==> src/rtl/bit_serial_alu_ctrl.sv <==
// Bit-serial ALU sequencer: one 1-bit ALU slice stepped LSB first over WIDTH bits.
// Optional `define BSALU_ABORT_EN adds an abort input that cancels a running operation.
module bit_serial_alu_ctrl #(
    parameter int unsigned WIDTH = 32
) (
    input  logic             clk,
    input  logic             rst,
    input  logic             start,
`ifdef BSALU_ABORT_EN
    input  logic             abort,
`endif
    input  logic [3:0]       alu_ctl,
    input  logic [WIDTH-1:0] a,
    input  logic [WIDTH-1:0] b,
    output logic             busy,
    output logic             done,
    output logic [WIDTH-1:0] result,
    output logic             zero,
    output logic             overflow
);

    localparam int unsigned CW = (WIDTH > 1) ? $clog2(WIDTH) : 1;

    typedef enum logic [1:0] {StIdle, StRun, StFix, StDone} state_e;

    state_e           state_q, state_d;
    logic [WIDTH-1:0] a_sh_q, b_sh_q, res_sh_q;
    logic [3:0]       ctl_q;
    logic             carry_q;
    logic [CW-1:0]    count_q;
    logic             lt_q;

    logic             abort_req;
    logic             is_slt, is_addsub, last;
    logic [1:0]       op;
    logic             sa, sb, sum, cout, slice_out, res_bit;
    logic [WIDTH-1:0] res_next;

`ifdef BSALU_ABORT_EN
    assign abort_req = abort;
`else
    assign abort_req = 1'b0;
`endif

    // Slice controls; SLT reuses the subtract path and discards the per-bit results.
    assign is_slt    = (ctl_q == 4'b0111);
    assign is_addsub = (ctl_q == 4'b0010) || (ctl_q == 4'b0110);
    assign op        = is_slt ? 2'b10 : ctl_q[1:0];
    assign sa        = a_sh_q[0] ^ ctl_q[3];
    assign sb        = b_sh_q[0] ^ ctl_q[2];
    assign sum       = sa ^ sb ^ carry_q;
    assign cout      = (sa & sb) | (sa & carry_q) | (sb & carry_q);
    assign last      = (count_q == CW'(WIDTH - 1));

    always_comb begin
        slice_out = 1'b0;
        case (op)
            2'b00:   slice_out = sa & sb;
            2'b01:   slice_out = sa | sb;
            2'b10:   slice_out = sum;
            default: slice_out = 1'b0;  // Less input tied low
        endcase
    end

    assign res_bit  = is_slt ? 1'b0 : slice_out;
    assign res_next = {res_bit, res_sh_q[WIDTH-1:1]};

    always_ff @(posedge clk or posedge rst) begin
        if (rst) state_q <= StIdle;
        else     state_q <= state_d;
    end

    always_comb begin
        state_d = state_q;
        unique case (state_q)
            StIdle: if (start) state_d = StRun;
            StRun: begin
                if (abort_req)  state_d = StIdle;
                else if (last)  state_d = is_slt ? StFix : StDone;
            end
            StFix:  state_d = abort_req ? StIdle : StDone;
            StDone: state_d = StIdle;
            default: state_d = StIdle;
        endcase
    end

    always_comb begin
        busy = 1'b0;
        done = 1'b0;
        unique case (state_q)
            StIdle:  busy = 1'b0;
            StRun,
            StFix:   busy = 1'b1;
            StDone: begin
                busy = 1'b1;
                done = 1'b1;
            end
            default: busy = 1'b0;
        endcase
    end

    // Outputs are loaded on the edge entering StDone so they are valid while done is high.
    always_ff @(posedge clk or posedge rst) begin
        if (rst) begin
            a_sh_q   <= '0;
            b_sh_q   <= '0;
            res_sh_q <= '0;
            ctl_q    <= '0;
            carry_q  <= 1'b0;
            count_q  <= '0;
            lt_q     <= 1'b0;
            result   <= '0;
            zero     <= 1'b1;
            overflow <= 1'b0;
        end else if (state_q == StIdle && start) begin
            a_sh_q   <= a;
            b_sh_q   <= b;
            res_sh_q <= '0;
            ctl_q    <= alu_ctl;
            carry_q  <= alu_ctl[2];
            count_q  <= '0;
        end else if (state_q == StRun && !abort_req) begin
            a_sh_q   <= a_sh_q >> 1;
            b_sh_q   <= b_sh_q >> 1;
            res_sh_q <= res_next;
            carry_q  <= cout;
            count_q  <= count_q + CW'(1);
            if (last) begin
                // Signed less-than: sign of the difference corrected by MSB overflow.
                lt_q <= sum ^ (carry_q ^ cout);
                if (!is_slt) begin
                    result   <= res_next;
                    zero     <= (res_next == '0);
                    overflow <= is_addsub & (carry_q ^ cout);
                end
            end
        end else if (state_q == StFix && !abort_req) begin
            result   <= WIDTH'(lt_q);
            zero     <= ~lt_q;
            overflow <= 1'b0;
        end
    end

endmodule

==> config.mk <==
export PLATFORM = sky130hd
export DESIGN_NAME = bit_serial_alu_ctrl
export DESIGN_NICKNAME = d
export VERILOG_FILES = /design/src/rtl/bit_serial_alu_ctrl.sv
export SDC_FILE = /design/constraint.sdc
export NUM_CORES = 1
export LEC_CHECK = 0
export ABC_AREA = 1
export ABC_CLOCK_PERIOD_IN_PS = 6100
export BUFFER_PORTS_ARGS = -buffer_cell sky130_fd_sc_hd__buf_4
export CELL_PAD_IN_SITES_DETAIL_PLACEMENT = 1
export CELL_PAD_IN_SITES_GLOBAL_PLACEMENT = 1
export CORE_MARGIN = 2
export CORE_UTILIZATION = 43
export DETAILED_ROUTE_END_ITERATION = 8
export PLACE_DENSITY = 0.89
export SKIP_LAST_GASP = 1
export SYNTH_ARGS = -nofsm -noshare
export SYNTH_HDL_FRONTEND = slang
export SYNTH_SLANG_ARGS = --single-unit
==> constraint.sdc <==
create_clock -name clk -period 6.1 [get_ports clk]
set_input_delay 0.61 -clock clk [delete_from_list [all_inputs] [get_ports clk]]
set_output_delay 0.61 -clock clk [all_outputs]
set_load 0.01 [all_outputs]
# Yosys cells after proc, flatten, opt, wreduce, memory -nomap -nowiden
# Index checks and enable logic that the tools add are counted.
dict set report word_totals {
  ff_bits 143
  input_bits 71
}
dict set report op_classes {
  n_addsub 1
  eq_ne 12
  n_mux 31
  n_bitwise 15
  reduce_logical 11
}
# op count
set op_table {}
lappend op_table {{$mux W32} 10}
lappend op_table {{$logic_not A32 Y1} 1}
lappend op_table {{$mux W1} 13}
lappend op_table {{$mux W5} 2}
lappend op_table {{$eq A4 B3 Y1 const B} 2}
lappend op_table {{$pmux W2 S4} 1}
lappend op_table {{$eq A2 B2 Y1 const B} 3}
lappend op_table {{$mux W2} 3}
lappend op_table {{$ne A2 B2 Y1 const B} 3}
lappend op_table {{$xor A1 B1 Y1} 6}
lappend op_table {{$add A5 B1 Y5 const B} 1}
lappend op_table {{$eq A5 B5 Y1 const B} 1}
lappend op_table {{$and A1 B1 Y1} 4}
lappend op_table {{$eq A2 B1 Y1 const B} 2}
lappend op_table {{$eq A4 B2 Y1 const B} 1}
lappend op_table {{$logic_not A2 Y1} 2}
lappend op_table {{$reduce_and A4 Y1} 1}
lappend op_table {{$reduce_bool A2 Y1} 2}
lappend op_table {{$or A1 B1 Y1} 3}
lappend op_table {{$pmux W1 S3} 1}
lappend op_table {{$reduce_and A3 Y1} 1}
lappend op_table {{$reduce_or A3 Y1} 1}
lappend op_table {{$not A1 Y1} 2}
lappend op_table {{$pmux W1 S2} 1}
lappend op_table {{other kinds (3)} 3}

# Longest topological paths before layout
dict set report depth {
  word_depth 9
  mapped_depth 10
  depth_no_buf 9
}

# Worst setup path before layout
# Ideal clock, no wire load.
dict set report synth_path {
  path_type {flip-flop to flip-flop}
  startpoint {register ctl_q[3]}
  endpoint {register zero}
  setup_ns 0.073
  arrival_ns 1.634
  t_required_ns 6.027
  setup_slack_ns 4.393
  path_stages_with_launch 8
  path_buffers 0
  cell_sequence {dfrtp_1 xor2_1 inv_1 fa_1 nand2_1 o21ai_0 nand3_1 a21oi_1}
}
dict set report synth_via {
  elab_chain_len 9
  word_cells_on_any_way 18
}
# element line_no
set synth_lines {}
lappend synth_lines {{start: declaration} 28} ;# logic [3:0] ctl_q;
lappend synth_lines {{start signal: assignment} 119} ;# ctl_q <= alu_ctl;
lappend synth_lines {{$eq A4 B3 Y1 / $xor A1 B1 Y1 (equally long branches)} {46, 49}}
lappend synth_lines {{$mux W2 / $xor A1 B1 Y1 (equally long branches)} {48, 51}}
lappend synth_lines {{$eq A2 B2 Y1 (tied with other cells)} 57} ;# case (op)
lappend synth_lines {{$pmux W1 S3} 57}
lappend synth_lines {{$mux W1} 65} ;# assign res_bit = is_slt ? 1'b0 : slice_out;
lappend synth_lines {{$logic_not A32 Y1} 133} ;# zero <= (res_next == '0);
lappend synth_lines {{$mux W1} 131} ;# if (!is_slt) begin
lappend synth_lines {{$mux W1} 128} ;# if (last) begin
lappend synth_lines {{$mux W1} 122} ;# end else if (state_q == StRun && !abort_req) begin
lappend synth_lines {{end signal: assignment} 133}
lappend synth_lines {{end signal: assignment} 139} ;# zero <= ~lt_q;
lappend synth_lines {{end: declaration} 18} ;# output logic zero,
# Several ways; a longest one is shown, not always the timed one. The select of a mux whose other input is x is not followed.
# A chain may end at the register's enable or synchronous reset.

# Worst setup path after layout
dict set report layout_path {
  startpoint {register state_q[0]}
  endpoint {register lt_q}
}
dict set report layout_via {
  elab_chain_len 4
  word_cells_on_any_way 5
}
# element line_no
set layout_lines {}
lappend layout_lines {{start: declaration} 26} ;# state_e state_q, state_d;
lappend layout_lines {{start signal: assignment} 69} ;# if (rst) state_q <= StIdle;
lappend layout_lines {{start signal: assignment} 70} ;# else state_q <= state_d;
lappend layout_lines {{$logic_not A2 Y1} 115} ;# end else if (state_q == StIdle && start) begin
lappend layout_lines {{$logic_and A1 B1 Y1} 115}
lappend layout_lines {{$not A1 Y1 (no source line)} --}
lappend layout_lines {{$reduce_and A3 Y1 (no source line) *} --}
lappend layout_lines {{end signal: assignment} 130} ;# lt_q <= sum ^ (carry_q ^ cout);
lappend layout_lines {{end: declaration} 31} ;# logic lt_q;
# Mark *: on every way between the ends. The rest lies on a longest branch, timed or not.

==> flow_summary_export.csv <==
group,metric,value,unit
sta,max_freq,301,MHz
setup_path,crit_required,6390,ps
setup_path,r2r_cells,6,
logic_synthesis,yosysUniqueCellTypes,30,
logic_synthesis,avgSynthCellArea,9.55,sq um
global_routing,track_usage,0.223,
route,drc,0,
power_and_ir_drop,ir_worst_vdd,0.271,mV
power_and_ir_drop,pwr_density_cell,498,mW/mm^2
global_routing,grt_max_degree,88,
setup_path,end_kind,"flip-flop",
sta,finalClockSkew,10.2,ps
logic_synthesis,synth_most_common_cell,"nand2_1",
floorplanning,ioPinCount,107,
place,place_area,0.00707,sq mm
cells_and_area,area_delta_synth_final,24.2,%
global_routing,grt_pass1_wl,27800,um
floorplanning,dieHeight,124,um
clock_network,cts_buffer_depth,2,
cells_and_area,fin_cells,932,
worst_hold_path,worstHoldPathType,"input port to asynchronous set/reset pin",
setup_path,cp_cell_sequence,"inv_1 > ha_1 > nand2_1 > nand2_2 > o21ai_0 > nand2_1",
setup_path,worst-path-buf-inv,1,
power_and_ir_drop,p_total,3.85,mW
sta,maxSlewViolCount,0,
cells_and_area,fill_cells,1547,
cells_and_area,layout-drive-gt1-share,0.210,
setup_path,cpMostUsedCell,"nand2_1",
global_routing,grt_pass1_vias,5588,
sta,worst_pin_slew,1240,ps
setup_path,cp.arrival,3620,ps
logic_synthesis,synthFlopType,"dfrtp_1",
clock_network,cts_hold_buf,0,
route,drtIter0Drc,277,
cells_and_area,antennaDiodeCount,0,
clock_network,clock-sinks,142,
floorplanning,die-area,0.0155,sq mm
setup_path,endpoint,"lt_q$_DFFE_PP0P_",
clock_network,cts_tree,"built",
cells_and_area,fin_area,0.00773,sq mm
setup_path,reg2reg_from,"state_q[0]$_DFFE_PP0P_",
sta,relSlewSlack,0.172,
route,ant_nets,0,
setup_path,crit_path_top_delay_cell,"nand2_2",
logic_synthesis,yosysSeqAreaShare,0.571,
logic_synthesis,postSynthCellCount,652,
sta,min_period,3330,ps
status,outcome,"finished clean",
logic_synthesis,synth_async_sr_flop_share,1.00,
setup_path,rr_endpoint,"lt_q$_DFFE_PP0P_",
sta,rsz0062_at_grt,"no",
route,vias_per_cell,5.40,
setup_path,rrSetupSlack,2770,ps
setup_path,cp_max_fo,66,
route,first_pass_iters,5,
setup_path,cp_top_family,"simple AND/OR/NAND/NOR gates",
logic_synthesis,synth.top_cells.by_count,"nand2_1 (146), dfrtp_1 (141), inv_1 (102), o221ai_1 (61), o21ai_0 (43)",
cells_and_area,final_nets,820,
logic_synthesis,synth_edf_count,0,
sta,setup_violations,0,
clock_network,clk_latency,430,ps
route,routed_wl,16500,um
setup_path,crit_cells,6,
floorplanning,die_w,124,um
sta,finalSetupTns,0,ps
logic_synthesis,syn-num-nets,733,
floorplanning,rows,43,
setup_path,crit_start,"state_q[0]$_DFFE_PP0P_",
route,num_vias,5037,
logic_synthesis,synth_area_leaders,"dfrtp_1 (57%), nand2_1 (8.8%), o221ai_1 (8.6%)",
clock_network,cts_root_buffer,"clkbuf_16",
place,gp_congestion,0.766,
place,placed_cells,900,
floorplanning,initial_core_util,0.445,
sta,hold_viol,0,
route,wl_per_cell,17.8,um
place,dp_hpwl,10400,um
clock_network,htreeDepth,4,
place,portBuffers,106,
floorplanning,core,0.0140,sq mm
clock_network,numCtsBuffers,17,
global_routing,antenna_found_initial,0,
job,max-cap-violations,0,
cells_and_area,utilization,0.553,
logic_synthesis,ys_warn_count,0,
setup_path,worst-setup-path-type,"flip-flop to flip-flop",
clock_network,post_cts_buffers,0,
power_and_ir_drop,power_leakage,3.71,nW
logic_synthesis,synth_top_area_frac,0.567,
sta,period_share,0.546,
logic_synthesis,yosysTopAreaCell,"dfrtp_1",
clock_network,clk_pin_slew,60,ps
global_routing,gr-total-overflow,0,
clock_network,cts_resized,0,
logic_synthesis,ys_ff_latch,142,
setup_path,start_kind,"flip-flop",
setup_path,max_stage_delay,990,ps
logic_synthesis,mappedNetlistArea,0.00623,sq mm
-- worst min path at each step --
stage / from / end / slack, ps / depth (start not counted)
floorplan: count_q[3]$_DFFE_PP0P_ / count_q[3]$_DFFE_PP0P_ / 430 / 1
global placement: count_q[3]$_DFFE_PP0P_ / count_q[3]$_DFFE_PP0P_ / 450 / 1
detailed placement: count_q[3]$_DFFE_PP0P_ / count_q[3]$_DFFE_PP0P_ / 470 / 1
CTS: rst / result[30]$_DFFE_PP0P_ / 240 / 2
global route: rst / result[30]$_DFFE_PP0P_ / 270 / 2
finish: rst / result[30]$_DFFE_PP0P_ / 220 / 2
-- layout by cell type (no fill, tap or decap), drive strengths merged, types with 3 or more instances in the layout --
| master | synthesis | layout |
|---|---|---|
| nand3 | 29 | 29 |
| clkbuf | 17 | 22 |
| o31ai | 22 | 22 |
| dfrtp | 141 | 141 |
| nor3 | 3 | 3 |
| a21oi | 14 | 14 |
| clkinv | 0 | 3 |
| ha | 8 | 8 |
| nand4 | 3 | 3 |
| nor2 | 22 | 22 |
| buf | 25 | 110 |
| nand2 | 147 | 147 |
| o221ai | 61 | 61 |
| bufinv | 0 | 5 |
| inv | 104 | 105 |
| o21ai | 45 | 45 |
-- cell families (layout without fill, tap and decap cells) --
logic type	after synthesis	count (layout)	synth area share
AOI/OAI and AO/OA	146	146	0.171
buffers and inverters	146	246	0.0987
adders and majority gates	10	10	0.0225
and+or+nand+nor	205	205	0.132
xor gates and xnor gates	3	3	0.00422
DFF	142	142	0.571
-- through the flow --
step	hold WS [ps]	worst slack [ps]
finish	225	2770
global route	267	2460
CTS	242	2740
detailed placement	467	2830
global placement	448	3050
floorplan	429	1680
-- layout make-up --
type | instances | area [sq um] | area share
clock buffer | 22 | 484 | 0.0626
tap | 180 | 225 | 0.0291
multi-input combinational | 364 | 2060 | 0.267
timing repair buffer | 110 | 826 | 0.107
inverter | 104 | 398 | 0.0515
sequential | 142 | 3550 | 0.460
clock inverter | 10 | 181 | 0.0235
-- flip-flops by register name, indices dropped and copies added, names as in the netlist --
name / flops
a_sh_q: 32
b_sh_q: 32
result: 32
res_sh_q: 31
count_q: 5
ctl_q: 4
state_q: 2
carry_q: 1
lt_q: 1
overflow: 1
zero: 1
-- power by group --
| group | internal (mW) | total [mW] | switching [mW] |
|---|---|---|---|
| clock network | 0.769 | 1.17 | 0.404 |
| registers | 1.21 | 1.34 | 0.125 |
| logic | 0.399 | 1.34 | 0.944 |
-- routing by layer --
metal	up-vias	global-route usage	routed length [um]	part of all wire
met5	-	0	0	0
met3	40	0.0528	755	0.046
met2	141	0.387	8470	0.51
met1	2510	0.265	6850	0.41
met4	0	0.0958	470	0.028
li1	2346	-	-	-
No activity file was read; power rests on OpenSTA's default activity.
